$ cat config.mk
export PLATFORM = sky130hd
export DESIGN_NAME = background_code_gen
export DESIGN_NICKNAME = d
export VERILOG_FILES = /design/src/rtl/background_code_gen.sv
export SDC_FILE = /design/constraint.sdc
export NUM_CORES = 1
export LEC_CHECK = 0
export CAP_MARGIN = 20
export CORE_MARGIN = 1.5
export CORE_UTILIZATION = 40
export CTS_CLUSTER_SIZE = 12
export DETAILED_ROUTE_END_ITERATION = 10
export GPL_ROUTABILITY_DRIVEN = 0
export SETUP_SLACK_MARGIN = 0.05
export SLEW_MARGIN = 10
export SYNTH_ARGS = -nofsm -noshare
export SYNTH_HDL_FRONTEND = slang
export SYNTH_SLANG_ARGS = --single-unit
$ cat constraint.sdc
create_clock -name clk -period 7.5 [get_ports clk]
set_input_delay 0.75 -clock clk [delete_from_list [all_inputs] [get_ports clk]]
set_output_delay 0.75 -clock clk [all_outputs]
set_load 0.01 [all_outputs]
$ cat src/rtl/background_code_gen.sv
`default_nettype none
// ---------------------------------------------------------------------------
// background_code_gen : scrolling checkerboard background colour code, with side border and flash effect
// Rev 1.0
// ---------------------------------------------------------------------------
module background_code_gen #(
  parameter int TILE_LOG2    = 5,
  parameter int SCREEN_W     = 640,
  parameter int SCREEN_H     = 480,
  parameter int BORDER_W     = 8,
  parameter int SCROLL_STEP  = 1,
  parameter int FLASH_FRAMES = 8
) (
  input  logic        clk,
  input  logic        reset,
  input  logic        startOfFrame,
  input  logic [10:0] pixelX,
  input  logic [10:0] pixelY,
  input  logic        scrollEnable,
  input  logic        flashRequest,
  input  logic [1:0]  level,
  output logic [2:0]  generatedColorCode,
  output logic        flashActive
);

  localparam int FC_W = (FLASH_FRAMES > 1) ? $clog2(FLASH_FRAMES) : 1;

  localparam logic [1:0] S_IDLE   = 2'd0;
  localparam logic [1:0] S_SCROLL = 2'd1;
  localparam logic [1:0] S_FLASH  = 2'd2;

  localparam logic [FC_W-1:0] C_LAST_FRAME = FC_W'(FLASH_FRAMES - 1);
  localparam logic [10:0]     C_W          = 11'(SCREEN_W);
  localparam logic [10:0]     C_H          = 11'(SCREEN_H);
  localparam logic [11:0]     C_H12        = 12'(SCREEN_H);
  localparam logic [10:0]     C_BORDER_L   = 11'(BORDER_W);
  localparam logic [10:0]     C_BORDER_R   = 11'(SCREEN_W - BORDER_W);
  localparam logic [10:0]     C_STEP       = 11'(SCROLL_STEP);

  logic [1:0]      state_q, state_d;
  logic [9:0]      scroll_offset_q, scroll_offset_d;
  logic [FC_W-1:0] frame_cnt_q, frame_cnt_d;
  logic [2:0]      color_code_q, color_code_d;
  logic            flash_active_q, flash_active_d;

  logic [10:0] w_offset_sum;
  logic [10:0] w_offset_wrapped;
  logic [11:0] w_eff_y_raw;
  logic [11:0] w_eff_y;
  logic        w_parity;
  logic        w_blank;
  logic        w_border;
  logic        w_invert;
  logic [2:0]  w_visible;

  always_comb begin
    w_offset_sum     = {1'b0, scroll_offset_q} + C_STEP;
    w_offset_wrapped = (w_offset_sum >= C_H) ? (w_offset_sum - C_H) : w_offset_sum;

    state_d         = state_q;
    scroll_offset_d = scroll_offset_q;
    frame_cnt_d     = frame_cnt_q;

    // A flash request outranks frame-boundary processing, including the scroll step.
    if (flashRequest) begin
      state_d     = S_FLASH;
      frame_cnt_d = '0;
    end else if (startOfFrame) begin
      if (state_q == S_FLASH) begin
        if (frame_cnt_q == C_LAST_FRAME) begin
          state_d     = scrollEnable ? S_SCROLL : S_IDLE;
          frame_cnt_d = '0;
        end else begin
          frame_cnt_d = frame_cnt_q + 1'b1;
        end
      end else begin
        state_d = scrollEnable ? S_SCROLL : S_IDLE;
        if (state_q == S_SCROLL) begin
          scroll_offset_d = w_offset_wrapped[9:0];
        end
      end
    end

    flash_active_d = (state_d == S_FLASH);
  end

  always_comb begin
    w_eff_y_raw = {1'b0, pixelY} + {2'b00, scroll_offset_q};
    w_eff_y     = (w_eff_y_raw >= C_H12) ? (w_eff_y_raw - C_H12) : w_eff_y_raw;
    w_parity    = pixelX[TILE_LOG2] ^ w_eff_y[TILE_LOG2];
    w_blank     = (pixelX >= C_W) || (pixelY >= C_H);
    w_border    = (pixelX < C_BORDER_L) || (pixelX >= C_BORDER_R);
    w_invert    = (state_q == S_FLASH) && !frame_cnt_q[0];
    w_visible   = w_border ? 3'b111 : {level, w_parity};

    color_code_d = 3'b000;
    if (!w_blank) begin
      color_code_d = w_invert ? ~w_visible : w_visible;
    end
  end

  always_ff @(posedge clk or posedge reset) begin
    if (reset) begin
      state_q         <= S_IDLE;
      scroll_offset_q <= '0;
      frame_cnt_q     <= '0;
      color_code_q    <= 3'b000;
      flash_active_q  <= 1'b0;
    end else begin
      state_q         <= state_d;
      scroll_offset_q <= scroll_offset_d;
      frame_cnt_q     <= frame_cnt_d;
      color_code_q    <= color_code_d;
      flash_active_q  <= flash_active_d;
    end
  end

  assign generatedColorCode = color_code_q;
  assign flashActive        = flash_active_q;

endmodule
`default_nettype wire

=== After elaboration in Yosys (flattened, before gate mapping) ===
Index checks and enable logic that the tools add are counted.

* Reductions and logical operators: 8
* Muxes and demuxes: 14
* $lt $le $gt $ge: 6
* Eq/ne operators: 4
* $add $sub $neg: 5
* Bitwise operators: 4

{| class="wikitable"
|+ Operator list
! kind !! count
|-
| $ge A11 B10 Y1 const B || 2
|-
| $ge A11 B9 Y1 const B || 2
|-
| $mux W3 || 7
|-
| $add A11 B10 Y12 || 1
|-
| $ge A12 B9 Y1 const B || 1
|-
| $add A10 B1 Y11 const B || 1
|-
| $lt A11 B4 Y1 const B || 1
|-
| $mux W10 || 1
|-
| $sub A10 B9 Y10 const B || 1
|-
| $mux W2 || 4
|-
| $mux W6 || 1
|-
| $sub A6 B6 Y6 const B || 1
|-
| $eq A2 B2 Y1 const B || 2
|-
| $reduce_and A4 Y1 || 1
|-
| $reduce_bool A2 Y1 || 2
|-
| $add A3 B1 Y3 const B || 1
|-
| $eq A3 B3 Y1 const B || 1
|-
| $not A3 Y3 || 1
|-
| $eq A2 B1 Y1 const B || 1
|-
| $logic_or A1 B1 Y1 || 2
|-
| $not A1 Y1 || 2
|-
| $reduce_and A2 Y1 || 1
|-
| $logic_and A1 B1 Y1 || 1
|-
| $logic_not A1 Y1 || 1
|-
| 2 further kinds || 2
|}

* Output and inout port bits: 4
* Logic and storage cells: 46
* Bits in registers: 19

=== Longest topological paths before layout ===
Gate-level depths: netlist (run 1).

* Depth after elaboration: 8
* Depth in mapped cells: 11
* Gate-level depth less buffers: 11

=== Worst setup path after synthesis (run 1) ===
No wires, ideal clock.

* Path type: input port to flip-flop
* Start point: input pixelY[0]
* End point: register color_code_q[0], in the netlist generatedColorCode[0]
* Path buffers: 0
* Arrival time: 2479 ps
* Stages: 9
* Path slack: 4881 ps
* Library setup time: 140 ps
* Cells stage by stage: ha_1 > fa_1 > a21oi_1 > nand4b_1 > a31oi_1 > or3_1 > and2_1 > a221oi_1 > o211ai_1

* Word-level cells in the longest chain between the ends: 8
* Elaborated cells between the ends (all ways): 11

{| class="wikitable"
|+ Ends and longest elaborated chain
! item !! RTL line !! source
|-
| from (decl) || 18 || <nowiki>input logic [10:0] pixelY,</nowiki>
|-
| $add A11 B10 Y12 || 88 || <nowiki>w_eff_y_raw = {1'b0, pixelY} + {2'b00, scroll_offset_q};</nowiki>
|-
| $ge A12 B9 Y1 / $sub A6 B6 Y6 (equally long branches) || 89 || <nowiki>w_eff_y = (w_eff_y_raw >= C_H12) ? (w_eff_y_raw - C_H12) : w_eff_y_raw;</nowiki>
|-
| $mux W6 || 89 ||
|-
| $xor A1 B1 Y1 || 90 || <nowiki>w_parity = pixelX[TILE_LOG2] ^ w_eff_y[TILE_LOG2];</nowiki>
|-
| $mux W3 || 94 || <nowiki>w_visible = w_border ? 3'b111 : {level, w_parity};</nowiki>
|-
| $not A3 Y3 || 98 || <nowiki>color_code_d = w_invert ? ~w_visible : w_visible;</nowiki>
|-
| $mux W3 || 98 ||
|-
| $mux W3 * || 97 || <nowiki>if (!w_blank) begin</nowiki>
|-
| via color_code_d[0] || 43 || <nowiki>logic [2:0] color_code_q, color_code_d;</nowiki>
|-
| to (signal assigned) || 113 || <nowiki>color_code_q <= color_code_d;</nowiki>
|-
| to (decl) || 43 ||
|}

Mark *: on every way through the listed nets, which the timed path passes. The rest lies on a longest branch.
A chain may end at the register's enable or synchronous reset.

=== Final worst setup path (run 1) ===
Same ends and word-level chain as after synthesis.

==> results of run 1 <==
==> worst min-delay path, delay by kind of cell, from the launching register on <==
| family | cells | cell delay, ns |
|---|---|---|
| flops | 1 | 0.36 |
| simple gates | 1 | 0.08 |
| mux | 1 | 0.08 |
==> stage by stage <==
stage	setup slack, ns	cells	hold slack [ns]
after floorplan	4.88	196	0.493
after global placement	4.26	271	0.510
after detailed placement	4.25	271	0.550
after CTS	4.51	275	0.567
after global routing	4.27	275	0.613
final	4.51	275	0.558
==> power breakdown <==
group / switching (mW) / leakage [nW] / total (mW) / internal, mW
sequential: 0.000971 / 0.248 / 0.105 / 0.104
clock: 0.0380 / 0.0255 / 0.0751 / 0.0371
combinational: 0.0176 / 0.608 / 0.0392 / 0.0216
total: 0.0566 / 0.881 / 0.219 / 0.162
==> cells by family (layout without fill, tap and decap cells) <==
logic type               Yosys count  count (layout)  share of synthesized area (%)
adder cells (fa/ha/maj)           16              16                           11.8
AND/OR/NAND/NOR                   88              88                           28.1
flip-flops                        19              19                           27.0
AO/OA/AOI/OAI                     44              44                           19.3
buffers and inverters              8              37                           2.84
multiplexers                       6               6                           3.41
XOR/XNOR                          15              15                           7.47
==> registers in the layout (all words and copies together), names as in the netlist <==
signal	flops
frame_cnt_q	3
scroll_offset_q	10
state_q	2
generatedColorCode	3
flashActive	1
==> synth_stat cells (all sizes together) (3+ instances only) <==
cell type  number  share of area (%)
and3            6                2.2
o21ai           6                1.9
mux2i           6                3.4
and2            4                1.5
nand3          10                3.1
nor2           16                3.4
xnor2          11                5.5
ha             15                 11
nor3           10                2.8
a21o            3                1.3
dfrtp          19                 27
nand3b          4                2.4
nand2          18                4.3
inv             4               0.85
or3             4                1.4
nand2b          3                1.1
a21oi          11                3.1
o211ai          4                2.5
xor2            4                2.0
==> area by class of cell <==
type                    instances  area, sq um
multi-input cells             169         1230
repair buffers                 29          290
fillers                       393         1990
inverters                       4         15.0
clock inverters                 1         5.00
well taps                      50         62.6
clock buffers                   3         41.3
flip-flops and latches         19          475
==> routing by layer <==
metal	routed length (um)	part of all wire (%)	up-vias	track usage [%]
li1	-	-	785	-
met1	2030	47	768	22.6
met2	2060	47	34	32.2
met3	149	3.4	9	3.63
met4	89	2.1	0	6.97
met5	0	0	-	0
==> worst max-delay path by stage <==
| stage | cells past startpoint | end |
|---|---|---|
| floorplan | 9 | generatedColorCode[0] |
| global placement | 10 | generatedColorCode[0] |
| detailed placement | 10 | generatedColorCode[0] |
| CTS | 10 | generatedColorCode[0] |
| global route | 10 | generatedColorCode[0] |
| finish | 10 | generatedColorCode[0] |
==> metrics.txt, run 1 <==
power density cells=103 nW/um^2; synth warn=0; PostCTS Resize Cnt=0; Post-synth top flop=dfrtp_1; # rows=23; reg2reg end=scroll_offset_q[5]; CP top delay family=simple AND/OR/NAND/NOR gates; layout cell share with drive strength beyond 1=approximately 7.6%; antenna violations before repair=0; Vias=1596; total power=0.219 mW; clock latency on the worst-skew pair=~0.26 ns; Worst Setup SP=pixelY[0]; CP Launch Type=input pin; Max Clk Rate=between 300 and 400 MHz; via density per instance=5.80; setup TNS=0 ns; DP Wirelength=roughly 3300 um; Hold Crit Start=frame_cnt_q[1]; gr usage total=between 10% and 20%; Post-synth EDFFs=0; # DRC=0; CP Max Fanout=3; Peak VDD IR=~0.000063 V; area of the core=~4000 sq um; Async S/R FF share, synth=100%; crit end category=register; clk sink count=19; vias in the first global route=1630; reg2reg start=scroll_offset_q[1]; Synth Net Count=roughly 240; fin nets=roughly 270; Port Buffers=29; R2R depth=11; CTS Hold Bufs=0; postcts setup bufs=0; number of placed I/O pins=33; Yosys reg bits=19; H-tree depth=1; first-pass GRT wire length=between 7000 and 8000 um; Rel. slew slack=46.4%; # setup viols final=0; Crit-path slowest cell=clkdlybuf4s50_1; max-slew violation count=0; starting DRC count in detailed routing=77; largest net degree at the start of global routing=20; Syn Area/Cell=8.98 sq um; DR pass1 iterations=4; layout overhead on the synthesized area=20.7%; Req. time, crit path=7.62 ns; CP Cell Sequence=clkdlybuf4s50_1 -> ha_1 -> fa_1 -> a21oi_1 -> nand4b_1 -> a31oi_1 -> or3_1 -> and2_1 -> a221oi_1 -> o211ai_1; Post-Synthesis Cell Area=1760 sq um; final instance area=2120 sq um; fin util=51.6%; Initial Util=42.7%; # diodes=0; CTS tree=built; RSZ-0062 raised after global routing=false; TritonCTS Buffers=3; Final Critical Period=2.99 ns; Min-Delay Path Class=reg2reg; Die X=69.3 um; Worst-path clk slew=0.08 ns; most frequent cells in the layout=clkdlybuf4s50_1, dfrtp_1, nand2_1; Hold Vio Cnt, Final=0; Max Cap Violations=0; Post-Syn Instances=196; drt wl/cell=approximately 16 um; DRT Wirelength=4330 um; worst path bufs/invs=1; post-placement cell area=2080 sq um; Die Ht=69.3 um; Hold Path Depth=2; root buf cell=clkbuf_8; post-synth cell types=59; status=finished clean; WP data arrival=3.12 ns; post-route ant nets=0; Critical Path Max Stage Delay=0.40 ns; commonest non-fill, non-tap cell in the layout=clkdlybuf4s50_1; period utilization=39.9%; Hold Crit Endpoint=frame_cnt_q[1]; die area=4800 sq um; clk buf depth=2; Lkg Pwr=around 0.88 nW; critical path class=in2reg; clock skew=0.00691 ns; measured slew at the worst slew-check pin=between 0.8 and 0.9 ns; Congestion Overflow GR=0; Seq/Total Area, Yosys=27.0%; Reg2Reg Setup Slack=4.59 ns
No activity file was read; power rests on OpenSTA's default activity.
==> run 2: changes to the inputs <==
--- a/config.mk
+++ b/config.mk
@@ -11,6 +11,7 @@
 export CTS_CLUSTER_SIZE = 12
 export DETAILED_ROUTE_END_ITERATION = 10
 export GPL_ROUTABILITY_DRIVEN = 0
+export PLACE_DENSITY = 0.66
 export SETUP_SLACK_MARGIN = 0.05
 export SLEW_MARGIN = 10
 export SYNTH_ARGS = -nofsm -noshare
==> constraint.sdc (replaced) <==
create_clock -name clk -period 2.57 [get_ports clk]
set_input_delay 0.257 -clock clk [delete_from_list [all_inputs] [get_ports clk]]
set_output_delay 0.257 -clock clk [all_outputs]
set_load 0.01 [all_outputs]
==> run 2 against run 1 <==
  * Non-clock buffer count is 23 higher
  * Core utilization is 6.5 points higher
  * Design area is 13% higher
  * Power grew to 3.0 times the previous value
  * Sequential share of layout area is 2.4 points lower
  * Largest cell class unchanged
==> metrics.txt, run 2 (synthesized netlist as in run 1, its figures left out) <==
GRT Max-Usage Layer=met2 (unchanged); clock skew=0.00682 ns (was 0.00691 ns); DR pass1 iterations=4 (unchanged); register area=477 sq um (was 475 sq um); period utilization=96.5%; # DRC=0 (unchanged); met2 Usage GRT=26.7% (was 32.2%); crit end category=register (unchanged); hold slack=0.416 ns (was 0.558 ns); # diodes=0 (unchanged); power density cells=272 nW/um^2 (was 103 nW/um^2); Port Buffers=29 (unchanged); Vias=1648 (was 1596); WP data arrival=2.63 ns (was 3.12 ns); max FFs per register=10 (unchanged); CP Cell Sequence=ha_2 -> and4_4 -> nand2_4 -> xnor2_2 -> ha_2 -> and3_4 -> a32oi_2 -> o21a_4 -> buf_4 -> o22ai_1 -> or3_1 (was clkdlybuf4s50_1 -> ha_1 -> fa_1 -> a21oi_1 -> nand4b_1 -> a31oi_1 -> or3_1 -> and2_1 -> a221oi_1 -> o211ai_1); reg2reg start=scroll_offset_q[0] (was scroll_offset_q[1]); critical path class=reg2reg (was in2reg); clock latency on the worst-skew pair=0.27 ns (was 0.26 ns); largest net degree at the start of global routing=20 (unchanged); max-slew violation count=0 (unchanged); number of placed I/O pins=33 (unchanged); DRT Wirelength=4080 um (was 4330 um); via density per instance=5.53 (was 5.80); Req. time, crit path=2.72 ns (was 7.62 ns); Lkg Pwr=1.00 nW (was 0.881 nW); Final Critical Period=2.48 ns; Crit path top cell by count=ha_2; CP top delay family=simple AND/OR/NAND/NOR gates (unchanged); fin nets=294 (was 271); RSZ-0062 raised after global routing=true (was false); root buf cell=clkbuf_8 (unchanged); Crit-path slowest cell=dfrtp_1 (was clkdlybuf4s50_1); Die X=69.3 um (unchanged); layout cell share with drive strength beyond 1=23.0% (was 7.56%); drt wl/cell=13.7 um (was 15.7 um); Max Cap Violations=0 (unchanged); CP Launch Type=register (was input pin); Initial Util=42.7% (unchanged); post-route ant nets=0 (unchanged); Reg2Reg Setup Slack=0.09 ns (was 4.59 ns); die area=4800 sq um (unchanged); layout overhead on the synthesized area=35.8% (was 20.7%); routing usage on met1=21.8% (was 22.6%); worst path bufs/invs=1 (unchanged); Critical Path Max Stage Delay=0.40 ns (about the same); most frequent cells in the layout=clkdlybuf4s50_1, buf_4, dfrtp_1 (was clkdlybuf4s50_1, dfrtp_1, nand2_1); clk sink count=19 (unchanged); setup TNS=0 ns (unchanged); vias in the first global route=1417 (was 1630); Hold Vio Cnt, Final=0 (unchanged); CTS tree=built (unchanged); Rel. slew slack=50.2% (was 46.4%); CTS Hold Bufs=0 (unchanged); R2R depth=11 (unchanged); most flop-heavy register=scroll_offset_q (unchanged); Worst-path clk slew=0.08 ns (about the same); Min-Delay Path Class=in2async (was reg2reg); fillers=376 (was 393); reg2reg end=scroll_offset_q[5] (unchanged); met3 Use GR=3.78% (was 3.63%); starting DRC count in detailed routing=57 (was 77); Multi-input gate area=1330 sq um (was 1230 sq um); status=finished clean (unchanged); # rows=23 (unchanged); Die Ht=69.3 um (unchanged); DP Wirelength=3030 um (was 3290 um); clk buf depth=2 (unchanged); measured slew at the worst slew-check pin=0.746 ns (was 0.803 ns); first-pass GRT wire length=6390 um (was 7370 um); # setup viols final=0 (unchanged); CP Max Fanout=4 (was 3); H-tree depth=1 (unchanged); TritonCTS Buffers=3 (unchanged); Congestion Overflow GR=0 (unchanged); Peak VDD IR=0.000244 V (was 0.0000633 V); area of the core=4120 sq um (unchanged); Max Clk Rate=403 MHz; Worst Setup SP=scroll_offset_q[0] (was pixelY[0]); commonest non-fill, non-tap cell in the layout=clkdlybuf4s50_1 (unchanged); antenna violations before repair=0 (unchanged); gr usage total=16.4% (was 18.5%)
## run 2: where the power goes
group / total (mW) / switching [mW] / internal (mW)
clock network: 0.220 / 0.112 / 0.108
registers: 0.305 / 0.00228 / 0.303
logic: 0.124 / 0.0531 / 0.0710
## run 2: worst max-delay path by stage
stage	cells past startpoint	slack (ns)	end
2_1_floorplan	11	0.06	scroll_offset_q[5]
6_report	11	0.09	scroll_offset_q[5]
4_1_cts	11	0.05	scroll_offset_q[5]
3_5_place_dp	10	-0.15	generatedColorCode[0]
3_3_place_gp	10	-0.10	generatedColorCode[0]
5_1_grt	10	-0.0007	scroll_offset_q[5]
## run 2: per-layer routing
metal | vias to the layer above | part of all wire [%]
li1 | 832 | -
met1 | 760 | 47
met2 | 48 | 47
met3 | 8 | 4.9
met4 | 0 | 1.3
met5 | - | 0
## run 2: through the flow
step                      cells  area (sq um)  util [%]  setup WS (ns)  power [mW]
final                       298          2390      58.1         0.0903       0.649
after global routing        298          2390      58.1      -0.000745       0.681
after detailed placement    286          2200      53.5         -0.155       0.431
after floorplan             196          1770         -         0.0619       0.366
after CTS                   297          2310      56.2         0.0535       0.651
after global placement      286          2200      53.5         -0.103       0.429
## run 2: timing repair
action                                  4_1_cts  5_1_grt
endpoints found under the setup margin        2        4
gates resized for setup                       3       14
pin swaps                                     4        9
cloned                                        0        0
setup buffers                                 7        1
## run 2: area by class of cell
class                           instances  area share (%)
Inverter                                4           0.628
Clock inverter                          1           0.209
Tap cell                               50            2.62
Timing Repair Buffer                   52            19.4
Multi-Input combinational cell        169            55.5
Sequential cell                        19            19.9
Clock buffer                            3            1.73
